## src/rtl/if_fetch_unit_if.sv

```systemverilog
// Instruction-memory request/response bus between fetch and imem.
// master: req/addr out, gnt/rvalid/rdata in; slave: the reverse.
interface if_fetch_unit_if;
  logic        req;
  logic [31:0] addr;
  logic        gnt;
  logic        rvalid;
  logic [31:0] rdata;

  modport master (
    output req, addr,
    input  gnt, rvalid, rdata
  );

  modport slave (
    input  req, addr,
    output gnt, rvalid, rdata
  );
endinterface

```

## src/rtl/if_fetch_unit.sv

```systemverilog
// Fetch stage: PC, imem requests, redirect/flush, 1-entry skid.
// Ports: clk, rst, stall/redirect in; imem bus; pc/instr/valid/flush out.
module if_fetch_unit #(
  parameter logic [31:0] RESET_PC = 32'h0000_0000,
  parameter logic [31:0] NOP      = 32'h0000_0033
) (
  input  logic               clk,
  input  logic               rst,
  input  logic               stall_i,
  input  logic               redirect_i,
  input  logic [31:0]        redirect_pc_i,
  if_fetch_unit_if.master    imem,
  output logic [31:0]        pc_o,
  output logic [31:0]        instr_o,
  output logic               valid_o,
  output logic               flush_o
);

  typedef enum logic [1:0] {
    S_REQ,
    S_WAIT,
    S_DROP
  } state_t;

  state_t      state_q;
  state_t      state_d;
  logic [31:0] fetch_pc;
  logic [31:0] req_pc;
  logic        skid_valid;
  logic [31:0] skid_pc;
  logic [31:0] skid_instr;
  logic        req;
  logic        fire;
  logic        rsp;
  logic        slot_free;

  always_comb begin
    state_d = state_q;
    req     = 1'b0;
    unique case (state_q)
      S_REQ: begin
        req = !skid_valid;
        // A grant coinciding with a redirect is for a stale address.
        if (req && imem.gnt)
          state_d = redirect_i ? S_DROP : S_WAIT;
      end
      S_WAIT: begin
        if (imem.rvalid)
          state_d = S_REQ;
        else if (redirect_i)
          state_d = S_DROP;
      end
      S_DROP: begin
        // Response retires the stale request; nothing else is outstanding.
        if (imem.rvalid)
          state_d = S_REQ;
      end
      default: state_d = S_REQ;
    endcase
    if (rst)
      req = 1'b0;
  end

  assign fire      = req && imem.gnt;
  assign rsp       = (state_q == S_WAIT) && imem.rvalid && !redirect_i;
  assign slot_free = !valid_o || !stall_i;

  assign imem.req  = req;
  assign imem.addr = fetch_pc;
  assign flush_o   = redirect_i && !rst;

  always_ff @(posedge clk) begin
    if (rst)
      state_q <= S_REQ;
    else
      state_q <= state_d;
  end

  always_ff @(posedge clk) begin
    if (rst) begin
      fetch_pc   <= RESET_PC;
      req_pc     <= RESET_PC;
      skid_valid <= 1'b0;
      skid_pc    <= 32'h0;
      skid_instr <= NOP;
      valid_o    <= 1'b0;
      pc_o       <= 32'h0;
      instr_o    <= NOP;
    end else begin
      if (redirect_i)
        fetch_pc <= {redirect_pc_i[31:2], 2'b00};
      else if (fire)
        fetch_pc <= fetch_pc + 32'd4;

      if (fire)
        req_pc <= fetch_pc;

      if (redirect_i) begin
        valid_o    <= 1'b0;
        instr_o    <= NOP;
        skid_valid <= 1'b0;
      end else if (slot_free) begin
        unique case (1'b1)
          skid_valid: begin
            // Older skid entry goes first; a new response backfills it.
            pc_o       <= skid_pc;
            instr_o    <= skid_instr;
            valid_o    <= 1'b1;
            skid_valid <= rsp;
            if (rsp) begin
              skid_pc    <= req_pc;
              skid_instr <= imem.rdata;
            end
          end
          rsp: begin
            pc_o    <= req_pc;
            instr_o <= imem.rdata;
            valid_o <= 1'b1;
          end
          default: begin
            valid_o <= 1'b0;
            instr_o <= NOP;
          end
        endcase
      end else if (rsp) begin
        skid_valid <= 1'b1;
        skid_pc    <= req_pc;
        skid_instr <= imem.rdata;
      end
    end
  end

endmodule

```

## src/flat_wrapper.sv

```systemverilog
// flat-port wrapper written by rule: the top's interface ports become plain ports
module if_fetch_unit_flat 
#(
  parameter logic [31:0] RESET_PC = 32'h0000_0000,
  parameter logic [31:0] NOP      = 32'h0000_0033
)
  (clk, rst, stall_i, redirect_i, redirect_pc_i, pc_o, instr_o, valid_o, flush_o, imem_req, imem_addr, imem_gnt, imem_rvalid, imem_rdata);
  if_fetch_unit_if imem_i ();
  input  logic clk;
  input  logic rst;
  input  logic stall_i;
  input  logic redirect_i;
  input  logic [31:0] redirect_pc_i;
  output logic [31:0] pc_o;
  output logic [31:0] instr_o;
  output logic valid_o;
  output logic flush_o;
  output wire logic [$bits(imem_i.req)-1:0] imem_req;
  output wire logic [$bits(imem_i.addr)-1:0] imem_addr;
  input wire logic [$bits(imem_i.gnt)-1:0] imem_gnt;
  input wire logic [$bits(imem_i.rvalid)-1:0] imem_rvalid;
  input wire logic [$bits(imem_i.rdata)-1:0] imem_rdata;
  assign imem_req = imem_i.req;
  assign imem_addr = imem_i.addr;
  assign imem_i.gnt = imem_gnt;
  assign imem_i.rvalid = imem_rvalid;
  assign imem_i.rdata = imem_rdata;
  if_fetch_unit #(.RESET_PC(RESET_PC), .NOP(NOP)) u_core (.clk(clk), .rst(rst), .stall_i(stall_i), .redirect_i(redirect_i), .redirect_pc_i(redirect_pc_i), .imem(imem_i), .pc_o(pc_o), .instr_o(instr_o), .valid_o(valid_o), .flush_o(flush_o));
endmodule
```

## config.mk

```make
export PLATFORM = sky130hd
export DESIGN_NAME = if_fetch_unit_flat
export DESIGN_NICKNAME = d
export VERILOG_FILES = /design/src/rtl/if_fetch_unit_if.sv /design/src/rtl/if_fetch_unit.sv /design/src/flat_wrapper.sv
export SDC_FILE = /design/constraint.sdc
export NUM_CORES = 1
export LEC_CHECK = 0
export ABC_AREA = 1
export CORE_MARGIN = 5
export CORE_UTILIZATION = 40
export CTS_BUF_LIST = sky130_fd_sc_hd__clkbuf_8
export CTS_CLUSTER_SIZE = 10
export DETAILED_ROUTE_END_ITERATION = 8
export PLACE_DENSITY_LB_ADDON = 0.08
export SETUP_SLACK_MARGIN = 0.15
export SYNTH_ARGS = -nofsm -noshare
export SYNTH_HDL_FRONTEND = slang
export SYNTH_SLANG_ARGS = --single-unit
```

## constraint.sdc

```tcl
create_clock -name clk -period 1.8 [get_ports clk]
set_input_delay 0.54 -clock clk [delete_from_list [all_inputs] [get_ports clk]]
set_output_delay 0.54 -clock clk [all_outputs]
set_load 0.005 [all_outputs]
```

### Word level (Yosys, flattened, before mapping)

Index checks and enable logic that the tools add are counted.

* bits in registers: 196
* logic and storage cells: 60

* $add $sub $neg: 1
* reductions and logical operators: 20
* bitwise operators: 1
* eq/ne operators: 6
* mux-type cells: 22

Operators with widths (count)
* $mux 32: 8
* $pmux 32 s2: 2
* $add 32x3->32 const B: 1
* $mux 2: 5
* $mux 1: 6
* $pmux 2 s3: 1
* $reduce_and 3->1: 2
* $reduce_bool 2->1: 3
* $logic_and 1x1->1: 5
* $logic_not 1->1: 5
* $ne 2x1->1 const B: 2
* $reduce_or 2->1: 2
* $ne 3x3->1 const B: 1
* $eq 2x1->1 const B: 1
* $eq 2x2->1 const B: 1
* $logic_not 2->1: 1
* $ne 2x2->1 const B: 1
* $reduce_and 2->1: 1
* $logic_or 1x1->1: 1
* $not 1->1: 1

### Longest topological paths before layout

* depth after elaboration: 6
* gate-level depth with buffers: 10

### Least setup slack after synthesis

Ideal clock, no wire load.

* path kind: input to output
* from: input rst
* to: output imem_req
* setup slack: -0.058 ns
* buffers on the path: 3
* cell stages on the path: 4
* data required time: 1.260 ns
* data arrival time: 1.318 ns
* cells stage by stage: buf_2 > clkbuf_1 > buf_1 > nor3_1

* longest elaborated chain between the ends: 1

RTL lines
* start: declaration: RTL line flat_wrapper.sv:10 `input logic rst;`
* $mux 1: RTL line if_fetch_unit.sv:60 `if (rst)`
* end: declaration: RTL line flat_wrapper.sv:18 `output wire logic [$bits(imem_i.req)-1:0] imem_req;`

Every way passes these cells.

### Worst setup path after layout

* from: register u_core.state_q[0]
* to: output imem_req

* longest elaborated chain between the ends: 3

RTL lines
* start: declaration: RTL line if_fetch_unit.sv:25 `state_t state_q;`
* start signal: assignment: RTL line if_fetch_unit.sv:76 `state_q <= state_d;`
* $logic_not 2->1: RTL line if_fetch_unit.sv:40 `unique case (state_q)`
* $mux 1: RTL line if_fetch_unit.sv:40
* $mux 1: RTL line if_fetch_unit.sv:60

Every way passes these cells.

==> out/qor.yml <==
yosys:
  yosys.area_share.adder_pct: 0.148
  synthXorXnorAreaFrac_pct: 0.520
  ys_seq_area_share_pct: 45.6
  synthDistinctLibCells: 33
  synth.avg_cell_area_um2: 6.91
  syn_area_um2: 8430
  yosys-mux-area-fraction_pct: 0
  yosysWarnings: 0
  synth-simple-area-share_pct: 25.0
  synth_top_family_by_area: "simple AND/OR/NAND/NOR gates"
  synth_compound_gate_area_share_pct: 18.8
  ys_ff_latch: 192
  synth_cells: 1220
pwr:
  vdd_drop_max_mv: 0.458
  p_per_area_nw_per_um2: 727
  power_leakage_nw: 4.69
sta:
  setup_viol: 0
  rsz0062_at_grt: "yes"
  setup_tns_ns: 0
  whs_ns: 0.454
  hold_viol_final: 0
  drv_slew: 0
  finalCriticalPeriod_ns: 1.69
  finClkSkew_ns: 0.0204
  fmax_mhz: 592
  final.period_utilization_pct: 93.9
drt:
  detail-route-antenna-nets: 0
  num_vias: 8349
  drt_iter0_markers: 486
  via_per_inst: 4.86
  wl_mm: 25.3
  wire_per_inst_um: 14.7
  drc: 0
  first_pass_iters: 4
layout:
  register_area_um2: 3990
  drive_above_1_share_pct: 19.8
  postLayoutCoreUtil_pct: 55.2
  multi_input_area_um2: 3840
  fillCellCount: 2113
  fin_area_um2: 11500
  area_growth_pct: 36.8
  final_nets: 1501
critical_path:
  max_stage_delay_ns: 0.34
  critical_path.slowest_cell: "dfxtp_2"
  cp_data_required_time_ns: 1.26
  crit_path_start_kind: "flop"
  critPathArrivalTime_ns: 1.15
  cp_cell_sequence: "inv_2 -> nand2_2 -> nor3_2 -> buf_2"
  crit_path_max_fanout: 2
  worst_setup_path_end_kind: "output port"
  path_class: "reg2out"
clock_network:
  ctsHoldBuffers: 0
  numCtsBuffers: 17
  cts.path.max_buffers: 2
  clk_latency_ns: 0.49
  clockRootBuffer: "clkbuf_8"
  htreeDepth: 4
  cts_sinks: 192
  clk_pin_slew_ns: 0.11
  cts_tree: "yes"
floorplan:
  die_h_um: 155
  die-area_um2: 24100
  dieWidth_um: 155
  core_um2: 20900
  io_pins: 169
  start_util_pct: 40.4
  row_count: 53
grt:
  track_usage_pct: 20.8
  grt_max_degree: 65
  grt_pass1_vias: 7896
  grt_pass1_wl_mm: 40.6
  gr-total-overflow: 0
  grt_antenna_before_repair: 3
placed_design:
  placed_cell_area_um2: 10700
  gp_congestion: 0.882
  dp.final_hpwl_mm: 17.6
  io_buffers: 164
status:
  status: "finished clean"
job:
  drv_cap: 0
min_path:
  holdCritPathClass: "reg2reg"
==> power breakdown <==
group | internal [mW] | total (mW) | switching [mW]
Sequential | 4.36 | 4.42 | 0.0622
Combinational | 0.468 | 0.978 | 0.509
Clock | 1.10 | 2.98 | 1.88
==> final cells by class <==
type | count | share of cell area, %
Clock inverter | 15 | 1.70
Tap cell | 275 | 2.98
Multi-Input combinational cell | 833 | 33.4
Inverter | 123 | 4.05
Sequential cell | 192 | 34.6
Clock buffer | 17 | 2.03
Timing Repair Buffer | 263 | 21.2
Antenna cell | 1 | 0.0217
==> timing repair <==
action / 4_1_cts / 5_1_grt
pin swaps: 2 / 12
buffers inserted: 24 / 6
endpoints found under the setup margin: 97 / 115
resized for setup: 248 / 109
==> through the flow <==
step                      setup WS [ns]  instances  total power, mW
final                             0.109       1719             8.38
after global routing             0.0197       1719             8.76
after CTS                        0.0754       1712             8.46
after detailed placement         -0.458       1656             5.46
after global placement           -0.460       1656             5.46
after floorplan                   0.166       1221             4.93
==> layout by cell type (no fill, tap or decap), types with 4 or more instances in the layout <==
cell type / Yosys / routed
buf_12: 0 / 13
dfxtp_2: 0 / 70
dfxtp_1: 192 / 106
buf_6: 7 / 5
clkbuf_2: 0 / 17
o21ai_0: 139 / 125
a21oi_1: 94 / 92
nand2_1: 305 / 302
inv_1: 115 / 114
nor2_4: 5 / 8
clkinv_8: 0 / 5
a31oi_1: 31 / 31
o21ai_1: 29 / 41
clkdlybuf4s50_1: 0 / 65
nand3_1: 44 / 44
inv_8: 0 / 5
nor2_2: 5 / 8
buf_4: 3 / 82
dlygate4sd2_1: 0 / 11
clkbuf_8: 0 / 17
nor2_1: 148 / 142
inv_2: 8 / 7
nand2_2: 5 / 6
xor2_1: 5 / 5
clkdlybuf4s15_1: 0 / 64
buf_2: 26 / 4
dfxtp_4: 0 / 16
o22ai_1: 5 / 5
==> logic make-up after synthesis <==
group           after synthesis
compound gates              304
xor+xnor                      5
fa+ha+maj                     1
buf+inv                     196
flops                       192
other cells                   1
simple gates                521
==> synth_stat cells, drive strengths merged <==
cell / count / area, um^2
a2111oi: 1 / 8.76
o22ai: 5 / 31.3
nand2: 310 / 1180
xor2: 5 / 43.8
or2: 2 / 12.5
o31ai: 1 / 7.51
a211oi: 2 / 15.0
clkbuf: 33 / 124
conb: 1 / 3.75
a311oi: 1 / 8.76
buf: 40 / 246
nand4: 2 / 12.5
o21ai: 168 / 841
ha: 1 / 12.5
a31oi: 31 / 194
and2: 1 / 6.26
a21oi: 95 / 479
nor3: 2 / 10.0
nor2: 158 / 643
nand3: 46 / 248
inv: 123 / 462
dfxtp: 192 / 3840
==> critical path, delay by kind of cell (launching register included) <==
| family | cells | cell delay, ns |
|---|---|---|
| buf+inv | 2 | 0.19 |
| simple gates | 2 | 0.15 |
| flops | 1 | 0.34 |
==> worst paths after layout <==
kind	startpoint	to	cells after the start	slack (ns)
worst max-delay path	u_core.state_q[0]$_SDFFE_PP0P_	imem_req	4	0.11
worst min-delay path	u_core.req_pc[7]$_SDFFE_PP0P_	u_core.req_pc[7]$_SDFFE_PP0P_	2	0.45
worst max register to register	u_core.state_q[1]$_SDFFE_PP0P_	u_core.req_pc[5]$_SDFFE_PP0P_	7	0.17
worst min register to register	u_core.req_pc[7]$_SDFFE_PP0P_	u_core.req_pc[7]$_SDFFE_PP0P_	2	0.45
==> per-layer routing <==
layer	wire length (um)	track usage, %	vias up	part of all wire [%]
met5	25	0	-	0.099
met3	1720	5.90	27	6.8
li1	-	-	4339	-
met2	11600	33.5	183	46
met1	11700	27.7	3796	46
met4	287	5.38	4	1.1
==> state kept, by name, indices dropped and copies added, names as in the netlist <==
signal and count:
u_core.valid_o 1, u_core.imem.addr 30, u_core.pc_o 32, u_core.req_pc 30
u_core.skid_instr 32, u_core.skid_valid 1, u_core.instr_o 32, u_core.state_q 2
u_core.skid_pc 32
Power figures use the tool's default switching activity.
